**src/rtl/disp_demux.sv**
```systemverilog
// disp_demux: captures a multiplexed, active-low 3-digit 7-segment scan bus
// into three stable, active-high digit registers.
// The bus and enables pass through two flop stages before any use.
// A digit is captured once {en,sseg} has held for STABLE_CYC consecutive samples.
// After a capture, further capture waits until the enables change.
// Optional build macro DISP_DEMUX_DECODE_EN adds hex0..hex2 and dec_err.
// These decode each captured pattern to a nibble.
//
// state  | meaning
// IDLE   | no digit enabled, or an illegal enable pattern is present
// SETTLE | one digit enabled; counting identical consecutive samples
// HOLD   | digit captured; waiting for the enables to change
module disp_demux #(
    parameter int STABLE_CYC  = 4,
    parameter int TIMEOUT_CYC = 100000
) (
    input  logic       clk,
    input  logic       rst,
    input  logic [7:0] sseg,
    input  logic [2:0] en,
    output logic [7:0] out0,
    output logic [7:0] out1,
    output logic [7:0] out2,
    output logic [2:0] valid,
    output logic       frame_done,
    output logic       scan_err,
    output logic       stale
`ifdef DISP_DEMUX_DECODE_EN
    ,
    output logic [3:0] hex0,
    output logic [3:0] hex1,
    output logic [3:0] hex2,
    output logic [2:0] dec_err
`endif
);

    typedef enum logic [1:0] {IDLE, SETTLE, HOLD} state_t;

    localparam logic [7:0]  STB = 8'(STABLE_CYC);
    localparam logic [23:0] TO  = 24'(TIMEOUT_CYC);

    state_t      state, state_nx;
    logic [7:0]  s1_ss, s2_ss, pv_ss;
    logic [2:0]  s1_en, s2_en, pv_en;
    logic [7:0]  cnt, cnt_nx;
    logic [2:0]  mask;
    logic [23:0] tcnt;
    logic        take, err, eval;
    logic [2:0]  sel;

    function automatic logic one_low(input logic [2:0] e);
        return (e == 3'b110) || (e == 3'b101) || (e == 3'b011);
    endfunction

    function automatic logic bad_en(input logic [2:0] e);
        return !one_low(e) && (e != 3'b111);
    endfunction

    // input synchroniser plus one extra stage used as the "previous sample"
    always_ff @(posedge clk) begin
        if (rst) begin
            s1_ss <= 8'hFF;
            s2_ss <= 8'hFF;
            pv_ss <= 8'hFF;
            s1_en <= 3'b111;
            s2_en <= 3'b111;
            pv_en <= 3'b111;
        end else begin
            s1_ss <= sseg;
            s2_ss <= s1_ss;
            pv_ss <= s2_ss;
            s1_en <= en;
            s2_en <= s1_en;
            pv_en <= s2_en;
        end
    end

    // next-state, settle count, capture and scan-error decisions
    always_comb begin
        state_nx = state;
        cnt_nx   = cnt;
        take     = 1'b0;
        err      = 1'b0;
        eval     = 1'b0;
        case (state)
            IDLE:   eval = 1'b1;
            SETTLE: begin
                if ({s2_en, s2_ss} == {pv_en, pv_ss}) begin
                    cnt_nx = cnt + 8'd1;
                end else begin
                    eval = 1'b1;
                end
            end
            HOLD:   eval = (s2_en != pv_en);
            default: eval = 1'b1;
        endcase
        if (eval) begin
            if (one_low(s2_en)) begin
                state_nx = SETTLE;
                cnt_nx   = 8'd1;
            end else begin
                state_nx = IDLE;
                cnt_nx   = 8'd0;
                // only the first cycle of an illegal pattern reports
                err      = bad_en(s2_en) && !bad_en(pv_en);
            end
        end
        // a count of 1 can already complete when STABLE_CYC is 1
        if (state_nx == SETTLE && cnt_nx == STB) begin
            take     = 1'b1;
            state_nx = HOLD;
        end
    end

    assign sel = take ? ~s2_en : 3'b000;

    // state, capture registers, frame tracking and timeout
    always_ff @(posedge clk) begin
        if (rst) begin
            state      <= IDLE;
            cnt        <= 8'd0;
            out0       <= 8'h00;
            out1       <= 8'h00;
            out2       <= 8'h00;
            valid      <= 3'b000;
            mask       <= 3'b000;
            frame_done <= 1'b0;
            scan_err   <= 1'b0;
            tcnt       <= 24'd0;
        end else begin
            state      <= state_nx;
            cnt        <= cnt_nx;
            scan_err   <= err;
            frame_done <= (mask == 3'b111);
            if (sel[0]) out0 <= ~s2_ss;
            if (sel[1]) out1 <= ~s2_ss;
            if (sel[2]) out2 <= ~s2_ss;
            valid <= valid | sel;
            if (mask == 3'b111) mask <= sel;
            else                mask <= mask | sel;
            if (take)           tcnt <= 24'd0;
            else if (tcnt != TO) tcnt <= tcnt + 24'd1;
        end
    end

    assign stale = (tcnt == TO);

`ifdef DISP_DEMUX_DECODE_EN
    // {err, nibble} for an active-high gfedcba pattern
    function automatic logic [4:0] dec7(input logic [6:0] p);
        case (p)
            7'h3F: return 5'h00;
            7'h06: return 5'h01;
            7'h5B: return 5'h02;
            7'h4F: return 5'h03;
            7'h66: return 5'h04;
            7'h6D: return 5'h05;
            7'h7D: return 5'h06;
            7'h07: return 5'h07;
            7'h7F: return 5'h08;
            7'h6F: return 5'h09;
            7'h77: return 5'h0A;
            7'h7C: return 5'h0B;
            7'h39: return 5'h0C;
            7'h5E: return 5'h0D;
            7'h79: return 5'h0E;
            7'h71: return 5'h0F;
            default: return 5'h10;
        endcase
    endfunction

    logic [4:0] dec_nx;
    assign dec_nx = dec7(~s2_ss[6:0]);

    // decoded digits update on the same edge as the raw captures
    always_ff @(posedge clk) begin
        if (rst) begin
            hex0    <= 4'h0;
            hex1    <= 4'h0;
            hex2    <= 4'h0;
            dec_err <= 3'b000;
        end else begin
            if (sel[0]) begin hex0 <= dec_nx[3:0]; dec_err[0] <= dec_nx[4]; end
            if (sel[1]) begin hex1 <= dec_nx[3:0]; dec_err[1] <= dec_nx[4]; end
            if (sel[2]) begin hex2 <= dec_nx[3:0]; dec_err[2] <= dec_nx[4]; end
        end
    end
`endif

endmodule
```
**config.mk**
```make
export PLATFORM = sky130hd
export DESIGN_NAME = disp_demux
export DESIGN_NICKNAME = d
export VERILOG_FILES = /design/src/rtl/disp_demux.sv
export SDC_FILE = /design/constraint.sdc
export NUM_CORES = 1
export LEC_CHECK = 0
export ABC_AREA = 0
export CAP_MARGIN = 10
export CORE_MARGIN = 3
export CORE_UTILIZATION = 55
export CTS_CLUSTER_SIZE = 30
export DETAILED_ROUTE_END_ITERATION = 16
export PLACE_DENSITY = 0.85
export SLEW_MARGIN = 20
export SYNTH_ARGS = -nofsm -noshare
export SYNTH_HDL_FRONTEND = slang
export SYNTH_SLANG_ARGS = --single-unit
```
**constraint.sdc**
```tcl
create_clock -name clk -period 3.2 [get_ports clk]
set_input_delay 0.64 -clock clk [delete_from_list [all_inputs] [get_ports clk]]
set_output_delay 0.64 -clock clk [all_outputs]
set_load 0.005 [all_outputs]
```
# Yosys cells after proc, flatten, opt, wreduce, memory -nomap -nowiden
# Cells that the tools add are included.
word_totals:
  ff_bits: 99
  wordCells: 67
  mem_bits_ro: 0
  latchBits: 0
  inputBits: 13
  n_memories: 0
  ram_bits: 0
classes:
  n_mux: 12
  order_cmp: 0
  add_sub_neg: 2
  shift: 0
  div: 0
  n_reduce_logical: 14
  eq_ne: 17
  bitwise_logic: 5
  multipliers: 0
ops:
  columns: ["operator", "count"]
  rows:
  - ["adder 24 x 1 -> 24 bit, second input constant", 1]
  - ["equality test 24 x 17 -> 1 bit, second input constant", 1]
  - ["2-to-1 mux 8 bit", 3]
  - ["inequality test 24 x 17 -> 1 bit, second input constant", 1]
  - ["equality test 3 bit, second input constant", 5]
  - ["equality test 11 bit", 1]
  - ["adder 8 x 1 -> 8 bit, second input constant", 1]
  - ["equality test 8 x 3 -> 1 bit, second input constant", 1]
  - ["inverter 8 bit", 1]
  - ["equality test 3 x 2 -> 1 bit, second input constant", 2]
  - ["2-to-1 mux 3 bit", 2]
  - ["inequality test 3 bit, second input constant", 2]
  - ["bitwise OR 3 bit", 2]
  - ["equality test 2 x 1 -> 1 bit, second input constant", 2]
  - ["logical AND 1 bit", 4]
  - ["logical OR 1 bit", 4]
  - ["2-to-1 mux 1 bit", 4]
  - ["2-to-1 mux 2 bit", 2]
  - ["OR reduction 2 bit", 2]
  - ["logical NOT 1 bit", 3]
  - ["inequality test 3 bit", 1]
  - ["inverter 3 bit", 1]
  - ["OR reduction 3 bit", 1]
  - ["equality test 2 bit, second input constant", 1]
  - ["2 further kinds", 2]

# Longest topological paths before layout
depth:
  depth_word: 11
  depth_mapped: 9

# Least setup slack after synthesis
# No wires, ideal clock.
synth_timing:
  path_kind: "reg2reg"
  startpoint: "register s2_en[1]"
  endpoint: "register out0[0]"
  stages_incl_launch_ff: 9
  n_path_buf: 1
  arrival_time_ns: 2.241
  slack_ns: 0.887
  t_required_ns: 3.128
  cell_sequence: "dfxtp_1 xnor2_1 nand3_2 or4_4 mux2i_1 a21boi_2 nor4_1 buf_4 mux2i_1"
synth_between:
  elab_chain_len: 9
synth_rtl:
  columns: ["element", "line_no", "text"]
  rows:
  - ["from (decl)", "44", "logic [2:0] s1_en, s2_en, pv_en;"]
  - ["from (signal assigned)", "73", "s2_en <= s1_en;"]
  - ["parallel branches: the longest is 6 deep, another holds equality test 11 bit", null, null]
  - ["logical AND 1 bit (*)", "109", "if (state_nx == SETTLE && cnt_nx == STB) begin"]
  - ["2-to-1 mux 1 bit (*)", "109", null]
  - ["2-to-1 mux 3 bit (*)", "115", "assign sel = take ? ~s2_en : 3'b000;"]
  - ["to (signal assigned)", "135", "if (sel[0]) out0 <= ~s2_ss;"]
  - ["to (decl)", "21", "output logic [7:0] out0,"]
# Every way passes the cells marked *.
# A chain may end at the register's enable or synchronous reset.

# Final worst setup path
layout_timing:
  startpoint: "register tcnt[6]"
  endpoint: "output stale"
layout_between:
  elab_chain_len: 1
layout_rtl:
  columns: ["element", "line_no", "text"]
  rows:
  - ["from (decl)", "47", "logic [23:0] tcnt;"]
  - ["from (signal assigned)", "142", "else if (tcnt != TO) tcnt <= tcnt + 24'd1;"]
  - ["equality test 24 x 17 -> 1 bit", "146", "assign stale = (tcnt == TO);"]
  - ["to (decl)", "27", "output logic stale"]
# No other way between the ends.

==> metrics.md <==
| Metric | Value |
|---|---|
| WS Path Type | reg -> out |
| Critical path depth in cells | 4 |
| Asr flop ratio synth | 0% |
| Longest Clk Path Bufs | 2 |
| Area of the core | a little under 0.007 sq mm |
| Max frequency | roughly 360 MHz |
| Crit path DAT | ~2.1 ns |
| CTS sink count | 99 |
| CTS Root Cell | clkbuf_8 |
| GP Congestion | 0.859 |
| Status | finished clean |
| Post-cts sizing count | 0 |
| Final instance area | 0.00464 sq mm |
| Critical path cell sequence | nor4b_1, nand2_1, nor4_1, clkdlybuf4s50_1 |
| # Max-Cap Violations | 0 |
| Antenna diode count | 0 |
| Min Tclk post-route | about 2.7 ns |
| Initial antenna violation count | 0 |
| Largest stage delay on the critical path | ~0.59 ns |
| CP Max Fanout | 6 |
| Period utilisation layout | between 80% and 90% |
| Fin cells | approximately 540 |
| Post-Synthesis Mean Instance Area | 9.81 sq um |
| Place WS | between 0.5 and 0.6 ns |
| Yosys cell types | 40 |
| Reg2reg path depth | 8 |
| EDFF count, synth | 0 |
| Final setup violation count | 0 |
| Peak supply drop | around 320 uV |
| Cell Area, Synth | ~0.0039 sq mm |
| Post-synth top area cell | dfxtp_1 |
| Startpoint Class | flop |
| Synth warnings | 0 |
| Commonest non-fill, non-tap cell in the layout | dfxtp_1 |
| Crit path capture type | primary output |
| Die area | slightly above 0.008 sq mm |
| Pin count of the biggest net entering global routing | 37 |
| Initial core utilization | a little under three fifths |
| Post-synthesis sequential area ratio | about half |
| Top FF cell, synth | dfxtp_1 |
| Skew final | about 0.012 ns |
| Slew Limit Fails | 0 |
| Slew Limit Headroom | just over 60% |
| Cts hold-fix bufs | 0 |
| Post-DP HPWL | between 5 and 6 mm |
| Cell Pwr Density | a little under 500 mW/mm^2 |
| Slowest stage cell, crit path | clkdlybuf4s50_1 |
| Post-DP Area | 0.00443 sq mm |
| Num CTS Buffers | 9 |
| DR WL/cell | 13.6 um |
| Synth top area share | approximately half |
| Worst slew pin tran | 0.581 ns |
| H-tree Lvls | 3 |
| Num rows | 30 |
| Post-CTS Setup Repair Bufs | 0 |
| Chip Height | 90.1 um |
| Vias in the first global route | 2743 |
| Worst Hold Path Cells | 1 |
| Seq cells post-synth | 99 |
| Syn_nets | around 420 |
| Synth area leaders | dfxtp_1 (51%), mux2i_1 (7.2%), or2_2 (5.5%), xnor2_1 (4.5%), xor2_1 (4.5%) |
| Final worst slack | between 0.4 and 0.5 ns |
| Leakage | between 1.5 and 2 nW |
| Hold Crit Class | reg -> reg |
| RSZ-0062 raised after global routing | false |
| Clk_lat worst skew | ~0.36 ns |
| WP data required | ~2.6 ns |
| DR DRC count | 0 |
| Cells after DPL | approximately 530 |
| Final hold violation count | 0 |
| Post-layout power | 2.24 mW |
| CTS tree | done |
| Cell family with most CP delay | simple AND/OR/NAND/NOR gates |
| DRT Wirelength | between 7 and 8 mm |
| ANT nets after route | 0 |
| IO Pins | 43 |
| Nets | 461 |
| Final Util | between 60 and 70% |
| Total GRT Usage | roughly a fifth |
| CP Buf/Inv Count | 1 |
| Share of layout cells above drive strength 1 | between 10 and 15% |
| Hold_ws | approximately 0.41 ns |
| PortBufs | 42 |
| First-pass GRT wire length | around 13 mm |
| Drt first pass iters | 5 |
| Final setup TNS | 0 ns |
| Highest-count cells in the layout ignoring fill and taps | dfxtp_1 (99), nor2_1 (42), nand2_1 (42), clkdlybuf4s50_1 (42), or2_2 (34) |
| Post-Synthesis Cells | ~400 |
| DR vias | ~2800 |
| Area delta synth->final | 19.1% |
| Clk slew on worst S/H paths | 0.09 ns |
| Vias per Instance | just over 5 |
| 1st-iter DRT viols | 84 |
| Grt ovf | 0 |
| Die Width | approximately 90 um |
## sequential cells by signal, summed over array words and instances (netlist names)
| signal | flops |
|---|---|
| tcnt | 24 |
| s2_en | 3 |
| out2 | 8 |
| s2_ss | 8 |
| out1 | 8 |
| pv_ss | 8 |
| s1_ss | 8 |
| s1_en | 3 |
| cnt | 8 |
| state | 2 |
| frame_done | 1 |
| mask | 3 |
| pv_en | 3 |
| valid | 3 |
| out0 | 8 |
| scan_err | 1 |
## Yosys cell counts (2+ instances only)
cell type and number:
a21boi_0 3, nor3b_1 3, xnor2_1 20, clkbuf_1 9, ha_1 5, buf_4 3
nor3_1 6, inv_1 9, nor4_1 10, dfxtp_1 99, buf_6 2, nand3_1 15
xor2_1 20, mux2i_1 28, and4_1 2, a21oi_1 5, and3_1 3, or2_2 34
nor4b_1 2, nand2_1 42, o21a_1 6, nor2_1 42, nand4_1 12
## final cells by class
| class | instances | area (sq um) |
|---|---|---|
| Inverter | 9 | 33.8 |
| Sequential cell | 99 | 1980 |
| Clock inverter | 5 | 86.3 |
| Clock buffer | 9 | 124 |
| Fill cell | 549 | 2190 |
| Tap cell | 96 | 120 |
| Timing Repair Buffer | 49 | 473 |
| Multi-Input combinational cell | 275 | 1820 |
## cell families after synthesis
logic type	count (synthesis)	share of synthesized area, %
fa+ha+maj	6	1.86
flops	99	50.9
compound gates	23	4.63
simple gates	178	23.5
xor+xnor	40	9.00
mux	28	7.20
buf+inv	23	2.89
## final timing paths
| kind | slack (ns) | start | end |
|---|---|---|---|
| worst max-delay path | 0.45 | tcnt[6]$_SDFFE_PP0N_ | stale |
| worst min-delay path | 0.41 | s1_ss[1]$_SDFF_PP1_ | s2_ss[1]$_SDFF_PP1_ |
| worst max register to register | 0.55 | pv_ss[2]$_SDFF_PP1_ | out0[5]$_SDFFE_PP0P_ |
| worst min register to register | 0.41 | s1_ss[1]$_SDFF_PP1_ | s2_ss[1]$_SDFF_PP1_ |
## report_power, final
| group | leakage (nW) | internal [mW] | switching, mW |
|---|---|---|---|
| clock | 0.106 | 0.439 | 0.416 |
| combinational | 0.682 | 0.0546 | 0.0659 |
| sequential | 0.805 | 1.25 | 0.0158 |
## layer usage
layer | GRT usage (%) | up-vias | part of all wire [%]
met5 | 0 | - | 0
met3 | 5.94 | 8 | 3.8
met2 | 32.4 | 49 | 50
met4 | 6.25 | 0 | 1.0
met1 | 22.9 | 1321 | 45
li1 | - | 1426 | -
Power figures use the tool's default switching activity.
